<file path="src/rtl/snowv_ks_xor_stream_if.sv">
`default_nettype none
// ============================================================================
// Module   : snowv_ks_xor_stream_if
// Brief    : Keystream, input-data and output-data handshake bundle for the
//            SNOW-V keystream XOR stage.
// Revision : 1.0 - initial release
// ============================================================================
interface snowv_ks_xor_stream_if #(
  parameter int DW  = 128,
  parameter int KSW = 256
);
  logic            ks_valid;
  logic [KSW-1:0]  ks_z;
  logic            ks_ready;
  logic            din_valid;
  logic [DW-1:0]   din;
  logic            din_ready;
  logic            dout_valid;
  logic [DW-1:0]   dout;
  logic [DW/8-1:0] dout_keep;
  logic            dout_last;
  logic            dout_ready;

  // Upstream/downstream environment side
  modport master (
    output ks_valid, ks_z, din_valid, din, dout_ready,
    input  ks_ready, din_ready, dout_valid, dout, dout_keep, dout_last
  );

  // XOR stage side
  modport slave (
    input  ks_valid, ks_z, din_valid, din, dout_ready,
    output ks_ready, din_ready, dout_valid, dout, dout_keep, dout_last
  );
endinterface
`default_nettype wire

</file>
<file path="src/rtl/snowv_ks_xor_stream.sv">
`default_nettype none
// ============================================================================
// Module   : snowv_ks_xor_stream
// Brief    : Buffers SNOW-V keystream words in a FIFO, slices them into DW-bit
//            chunks and XORs them onto a byte-length-bounded data stream.
// Revision : 1.0 - initial release
// ============================================================================
module snowv_ks_xor_stream #(
  parameter int DW       = 128,
  parameter int KSW      = 256,
  parameter int KS_DEPTH = 4
) (
  input  wire logic        clk,
  input  wire logic        rst_n,
  input  wire logic        start,
  input  wire logic [63:0] length,
  snowv_ks_xor_stream_if.slave bus,
  output logic             busy,
  output logic             done
);

  localparam int NCH = KSW / DW;
  localparam int BPB = DW / 8;
  localparam int IW  = (NCH > 1) ? $clog2(NCH) : 1;
  localparam int AW  = $clog2(KS_DEPTH);

  typedef enum logic [1:0] {IDLE = 2'd0, RUN = 2'd1, FLUSH = 2'd2} state_t;

  state_t          r_state, w_state_next;
  logic            r_alive;
  logic [KSW-1:0]  r_mem [KS_DEPTH];
  logic [AW-1:0]   r_wptr, r_rptr;
  logic [AW:0]     r_count, w_count_next;
  logic [63:0]     r_rem;
  logic [IW-1:0]   r_idx;
  logic            r_dout_valid, r_dout_last, r_zero_done;
  logic [DW-1:0]   r_dout;
  logic [BPB-1:0]  r_keep;

  logic            w_empty, w_full, w_push, w_pop;
  logic            w_out_hs, w_can_beat, w_beat, w_is_last, w_wrap, w_start_msg;
  logic [KSW-1:0]  w_head;
  logic [DW-1:0]   w_chunks [NCH];
  logic [DW-1:0]   w_xor, w_data;
  logic [BPB-1:0]  w_keep;

  assign w_empty     = (r_count == '0);
  assign w_full      = (r_count == (AW+1)'(KS_DEPTH));
  assign w_push      = bus.ks_valid & bus.ks_ready;
  assign w_out_hs    = r_dout_valid & bus.dout_ready;
  // A beat needs data, a keystream word, an undelivered byte and a free slot
  assign w_can_beat  = (r_state == RUN) & ~w_empty & (r_rem != '0) &
                       (~r_dout_valid | bus.dout_ready);
  assign w_beat      = w_can_beat & bus.din_valid;
  assign w_is_last   = (r_rem <= 64'(BPB));
  assign w_wrap      = (r_idx == IW'(NCH - 1));
  assign w_pop       = (w_beat & (w_wrap | w_is_last)) |
                       ((r_state == FLUSH) & ~w_empty);
  assign w_start_msg = (r_state == IDLE) & start & (length != '0);

  assign w_head = r_mem[r_rptr];
  for (genvar g = 0; g < NCH; g++) begin : g_chunk
    assign w_chunks[g] = w_head[g*DW +: DW];
  end
  assign w_xor = bus.din ^ w_chunks[r_idx];

  // r_alive keeps ks_ready low until the first clock after reset release
  assign bus.ks_ready   = r_alive & (r_state != FLUSH) & ~w_full;
  assign bus.din_ready  = w_can_beat;
  assign bus.dout_valid = r_dout_valid;
  assign bus.dout       = r_dout;
  assign bus.dout_keep  = r_keep;
  assign bus.dout_last  = r_dout_last;
  assign busy           = (r_state != IDLE);
  assign done           = (w_out_hs & r_dout_last) | r_zero_done;

  // Byte-enable: bytes at or beyond the remaining count are dropped and zeroed
  always_comb begin
    w_keep = '0;
    w_data = '0;
    for (int b = 0; b < BPB; b++) begin
      if (64'(b) < r_rem) begin
        w_keep[b]        = 1'b1;
        w_data[8*b +: 8] = w_xor[8*b +: 8];
      end
    end
  end

  // FIFO occupancy after this cycle's push/pop
  always_comb begin
    w_count_next = r_count;
    case ({w_push, w_pop})
      2'b10:   w_count_next = r_count + 1'b1;
      2'b01:   w_count_next = r_count - 1'b1;
      default: w_count_next = r_count;
    endcase
  end

  // State register
  always_ff @(posedge clk or negedge rst_n) begin
    if (!rst_n) begin
      r_state <= IDLE;
      r_alive <= 1'b0;
    end else begin
      r_state <= w_state_next;
      r_alive <= 1'b1;
    end
  end

  // Next state: skip FLUSH when nothing is left in the FIFO at the final handshake
  always_comb begin
    w_state_next = r_state;
    case (r_state)
      IDLE:    if (w_start_msg) w_state_next = RUN;
      RUN:     if (w_out_hs && r_dout_last)
                 w_state_next = (w_count_next == '0) ? IDLE : FLUSH;
      FLUSH:   if (w_empty && !r_dout_valid) w_state_next = IDLE;
      default: w_state_next = IDLE;
    endcase
  end

  // Keystream FIFO storage; contents need no reset, pointers define validity
  always_ff @(posedge clk) begin
    if (w_push) r_mem[r_wptr] <= bus.ks_z;
  end

  // Keystream FIFO pointers and count
  always_ff @(posedge clk or negedge rst_n) begin
    if (!rst_n) begin
      r_wptr  <= '0;
      r_rptr  <= '0;
      r_count <= '0;
    end else begin
      if (w_push) r_wptr <= r_wptr + 1'b1;
      if (w_pop)  r_rptr <= r_rptr + 1'b1;
      r_count <= w_count_next;
    end
  end

  // Message bookkeeping and the output register
  always_ff @(posedge clk or negedge rst_n) begin
    if (!rst_n) begin
      r_rem        <= '0;
      r_idx        <= '0;
      r_dout_valid <= 1'b0;
      r_dout       <= '0;
      r_keep       <= '0;
      r_dout_last  <= 1'b0;
      r_zero_done  <= 1'b0;
    end else begin
      r_zero_done <= (r_state == IDLE) & start & (length == '0);
      if (w_start_msg) begin
        r_rem <= length;
        r_idx <= '0;
      end else if (w_beat) begin
        r_rem <= w_is_last ? '0 : r_rem - 64'(BPB);
        r_idx <= w_wrap ? '0 : r_idx + 1'b1;
      end
      if (w_beat) begin
        r_dout_valid <= 1'b1;
        r_dout       <= w_data;
        r_keep       <= w_keep;
        r_dout_last  <= w_is_last;
      end else if (w_out_hs) begin
        r_dout_valid <= 1'b0;
      end
    end
  end

endmodule
`default_nettype wire
</file>
<file path="src/flat_wrapper.sv">
// flat-port wrapper written by rule: the top's interface ports become plain ports
module snowv_ks_xor_stream_flat 
#(
  parameter int DW       = 128,
  parameter int KSW      = 256,
  parameter int KS_DEPTH = 4
)
  (clk, rst_n, start, length, busy, done, bus_ks_valid, bus_ks_z, bus_din_valid, bus_din, bus_dout_ready, bus_ks_ready, bus_din_ready, bus_dout_valid, bus_dout, bus_dout_keep, bus_dout_last);
  snowv_ks_xor_stream_if #(.DW(DW), .KSW(KSW)) bus_i ();
  input  wire logic clk;
  input  wire logic rst_n;
  input  wire logic start;
  input  wire logic [63:0] length;
  output logic busy;
  output logic done;
  input wire logic [$bits(bus_i.ks_valid)-1:0] bus_ks_valid;
  input wire logic [$bits(bus_i.ks_z)-1:0] bus_ks_z;
  input wire logic [$bits(bus_i.din_valid)-1:0] bus_din_valid;
  input wire logic [$bits(bus_i.din)-1:0] bus_din;
  input wire logic [$bits(bus_i.dout_ready)-1:0] bus_dout_ready;
  output wire logic [$bits(bus_i.ks_ready)-1:0] bus_ks_ready;
  output wire logic [$bits(bus_i.din_ready)-1:0] bus_din_ready;
  output wire logic [$bits(bus_i.dout_valid)-1:0] bus_dout_valid;
  output wire logic [$bits(bus_i.dout)-1:0] bus_dout;
  output wire logic [$bits(bus_i.dout_keep)-1:0] bus_dout_keep;
  output wire logic [$bits(bus_i.dout_last)-1:0] bus_dout_last;
  assign bus_i.ks_valid = bus_ks_valid;
  assign bus_i.ks_z = bus_ks_z;
  assign bus_i.din_valid = bus_din_valid;
  assign bus_i.din = bus_din;
  assign bus_i.dout_ready = bus_dout_ready;
  assign bus_ks_ready = bus_i.ks_ready;
  assign bus_din_ready = bus_i.din_ready;
  assign bus_dout_valid = bus_i.dout_valid;
  assign bus_dout = bus_i.dout;
  assign bus_dout_keep = bus_i.dout_keep;
  assign bus_dout_last = bus_i.dout_last;
  snowv_ks_xor_stream #(.DW(DW), .KSW(KSW), .KS_DEPTH(KS_DEPTH)) u_core (.clk(clk), .rst_n(rst_n), .start(start), .length(length), .bus(bus_i), .busy(busy), .done(done));
endmodule
</file>
<file path="config.mk">
export PLATFORM = sky130hd
export DESIGN_NAME = snowv_ks_xor_stream_flat
export DESIGN_NICKNAME = d
export VERILOG_FILES = /design/src/rtl/snowv_ks_xor_stream_if.sv /design/src/rtl/snowv_ks_xor_stream.sv /design/src/flat_wrapper.sv
export SDC_FILE = /design/constraint.sdc
export NUM_CORES = 1
export LEC_CHECK = 0
export CAP_MARGIN = 10
export CORE_MARGIN = 4
export CORE_UTILIZATION = 60
export DETAILED_ROUTE_END_ITERATION = 16
export GPL_TIMING_DRIVEN = 1
export PLACE_DENSITY = 0.88
export REMOVE_ABC_BUFFERS = 1
export SLEW_MARGIN = 15
export SYNTH_ARGS = -nofsm -noshare
export SYNTH_HDL_FRONTEND = slang
export SYNTH_SLANG_ARGS = --single-unit
</file>
<file path="constraint.sdc">
create_clock -name clk -period 14.78 [get_ports clk]
set_input_delay 2.217 -clock clk [delete_from_list [all_inputs] [get_ports clk]]
set_output_delay 2.217 -clock clk [all_outputs]
set_load 0.005 [all_outputs]
</file>
==> flow_summary.yaml <==
outcome:
  run_status: "finished clean"
flow_run:
  cap_violations: 0
sta:
  layout_min_cycle_time_ns: 6.42
  final.hold.worst_slack_ns: 0.476
  finalMaxSlewViolations: 0
  tightestPinTransition_ns: 1.20
  post-route-period-util_pct: 43.4
  setup_violations: 0
  tightest_slew_margin_relative_to_the_limit_pct: 19.7
  setup_repair_after_global_routing_missed_its_margin: "false"
  final.setup.tns_ns: 0
  max_freq_ghz: 0.156
  final-hold-violation-count: 0
  skew_final_ns: 0.0489
synthesis:
  postSynth.asyncResetShare_pct: 17.8
  syn_avg_cell_area_um2: 19.3
  postSynthCellCount: 2551
  synthesis.area_mm2: 0.0492
  synthMostInstantiatedCell: "edfxtp_1"
  synth_seq_cells: 1246
  number_of_distinct_standard_cells_referenced_by_the_synthesized_netlist: 62
  synth_top_area_share_pct: 62.5
  post_synth_most_frequent_cells: "1024 x edfxtp_1, 256 x mux4_2, 222 x dfrtp_1"
  synth_ff_type: "edfxtp_1"
  yosys-top-cells-area: "edfxtp_1 62%, mux4_2 12%, dfrtp_1 11%, mux2i_1 2.6%, a22o_1 2.2%"
  ys_warn_count: 0
  synth_enable_flop_cells: 1024
  synth.yosys.seq_area_share_pct: 73.7
  yosysTopAreaCell: "edfxtp_1"
power_and_ir_drop:
  total_power_w: 0.0112
  static-leakage-power_nw: 20.6
  peakVddDrop_mv: 0.136
  cellPowerDensity_mw_per_mm2: 186
clock_tree:
  cts_hold_buffers: 0
  cts-root-buf: "clkbuf_16"
  num_cts_buffers: 116
  setup_repair_bufs_after_cts: 0
  tritoncts_num_sinks: 1246
  cts.htree.levels: 3
  cts_buffer_depth: 3
  cts.clk_slew.worst_paths_ns: 0.06
  insertion_delay_ns: 0.70
  cts_tree: "yes"
  post_cts_resized: 0
setup_path:
  r2r_path_start: "u_core.r_rem[26]$_DFFE_PN0P_"
  critical_path.cell_chain: "or4_4 -> nor4b_2 -> nor4b_2 -> and3_1 -> a21boi_0 -> clkdlybuf4s50_1"
  critPathTopFamily: "simple AND/OR/NAND/NOR gates"
  element_type_at_the_critical_path_start: "register"
  r2r_end: "u_core.r_rem[52]$_DFFE_PN0P_"
  crit_path_max_incr_delay_ns: 0.65
  cp_data_required_time_ns: 12.56
  timing_worst_setup_path_type: "register to output port"
  end_kind: "output port"
  critical_path.slowest_cell: "nor4b_2"
  reg2reg_setup_slack_ns: 9.59
  arrival_ns: 4.20
  timing.critical_path.fanout_max: 9
  timing.critical_path.buf_inv: 1
  timing.critical_path.mode_cell: "nor4b_2"
  reg2reg_depth: 9
detailed_routing:
  routed_wire_length_per_instance_um: 29.2
  drt_first_iter_violations: 2716
  antenna_violating_nets_remaining: 0
  detail_route.wirelength_mm: 128
  post-route-drc-count: 0
  firstDrtPassIters: 6
  detail_route.vias_per_cell: 6.33
  routed-via-count: 27834
global_route:
  grt_antenna_before_repair: 50
  grt_max_degree: 146
  global_route_usage_over_all_layers_pct: 29.3
  grt_pass1_vias: 29334
  grt.overflow.total: 0
  grt_pass1_wl_mm: 188
layout:
  syn_to_final_growth_pct: 22.8
  stdcell_count: 4395
  final_design_utilization_pct: 74.7
  seqCellArea_mm2: 0.0363
  final_layout_size_suffix_gt1_share_pct: 15.3
  multi_input_area_mm2: 0.0124
  nets: 3651
  fillerInstances: 4405
die:
  top_level_ports: 604
  floorplan.rows: 104
  core-area_mm2: 0.0809
  effective_utilization_at_floorplan_pct: 60.8
  die_width_um: 294
  dieHeight_um: 294
  die_area_mm2: 0.0867
min_path:
  hold_path_class: "register to register"
  hold_end: "u_core.bus.dout_keep[7]$_DFFE_PN0P_"
  hold_path_startpoint: "u_core.bus.dout_keep[7]$_DFFE_PN0P_"
  hold_path_depth: 1
placement:
  dp_hpwl_mm: 78.9
  gp_congestion: 0.910
  numPortBuffers: 603
  placedCellCount: 4130
-- worst register-to-register path: stages, from the launching register on --
cell	delay (ns)
dfrtp_1	0.40
or4_4	0.58
nor4b_2	0.57
nor4b_2	0.65
a21o_4	0.51
buf_4	0.77
buf_4	0.99
nand2_1	0.34
o21ai_0	0.16
a221o_1	0.15
-- per-stage QoR --
step / instance area, µm² / setup WS [ns]
2_1_floorplan: 48700 / 3.58
3_3_place_gp: 56500 / 8.67
3_5_place_dp: 56500 / 8.48
4_1_cts: 60300 / 8.42
5_1_grt: 60400 / 8.14
6_report: 60500 / 8.36
-- sequential cells by signal, summed over array words and instances, names as in the netlist --
name                   flops
u_core.r_idx               1
u_core.r_alive             1
u_core.bus.dout          128
u_core.r_rem              64
u_core.r_state             2
u_core.bus.dout_keep      16
u_core.r_wptr              2
u_core.r_mem            1024
u_core.bus.dout_last       1
u_core.bus.dout_valid      1
u_core.r_rptr              2
u_core.r_count             3
u_core.r_zero_done         1
-- how the worst max path moves through the flow --
stage	start	end	slack, ns	depth (start not counted)
finish	u_core.r_rem[26]$_DFFE_PN0P_	bus_din_ready	8.36	6
global route	u_core.r_rem[26]$_DFFE_PN0P_	bus_din_ready	8.14	6
CTS	u_core.r_rem[26]$_DFFE_PN0P_	bus_din_ready	8.42	6
detailed placement	bus_dout_ready	u_core.r_rem[52]$_DFFE_PN0P_	8.48	10
global placement	bus_dout_ready	u_core.bus.dout[103]$_DFFE_PN0P_	8.67	10
floorplan	u_core.r_rptr[0]$_DFFE_PN0P_	u_core.bus.dout[0]$_DFFE_PN0P_	3.58	4
-- cell type report --
| class | count | share of cell area [%] |
|---|---|---|
| sequential | 1246 | 60.1 |
| multi-input combinational | 1165 | 20.5 |
| timing repair buffer | 645 | 10.6 |
| clock buffer | 165 | 5.42 |
| tap | 1060 | 2.19 |
| clock inverter | 56 | 0.896 |
| antenna | 44 | 0.182 |
| inverter | 14 | 0.0869 |
-- layer usage --
layer	up-vias	share of wire (%)	track usage [%]
met5	-	0.058	0
met1	14364	36	37.7
met4	12	4.2	13.0
li1	11736	-	-
met2	1439	51	48.6
met3	283	8.3	6.59
-- cells in the final DEF, fill, tap and decap left out, types with 19 or more instances in the layout --
| cell | instances |
|---|---|
| a21oi_1 | 41 |
| o21ai_0 | 29 |
| nand2_1 | 93 |
| o211ai_1 | 24 |
| a22o_1 | 124 |
| clkbuf_16 | 118 |
| xnor2_1 | 123 |
| clkdlybuf4s50_1 | 602 |
| mux4_2 | 256 |
| o21ai_1 | 24 |
| diode_2 | 44 |
| nor2_1 | 44 |
| clkinv_1 | 19 |
| nor3_1 | 35 |
| mux2i_1 | 129 |
| buf_4 | 38 |
| nand3_1 | 41 |
| nor4_1 | 30 |
| dfrtp_1 | 219 |
| clkbuf_1 | 32 |
| edfxtp_1 | 1024 |
-- cells by family after synthesis --
family / Yosys count / share of synthesized area (%)
flops: 1246 / 73.7
mux: 385 / 14.3
simple gates: 326 / 3.51
compound gates: 307 / 4.60
buf+inv: 140 / 1.13
xor+xnor: 137 / 2.44
fa+ha+maj: 9 / 0.244
other cells: 1 / 0.00762
-- report_power, final --
| part | total (W) | leakage, nW | internal (W) | switching, W |
|---|---|---|---|---|
| logic | 0.00347 | 6.69 | 0.00177 | 0.00170 |
| clock network | 0.00296 | 1.85 | 0.00167 | 0.00129 |
| registers | 0.00478 | 12.0 | 0.00440 | 0.000384 |
| total | 0.0112 | 20.6 | 0.00784 | 0.00338 |
(Power assumes the default switching activity.)
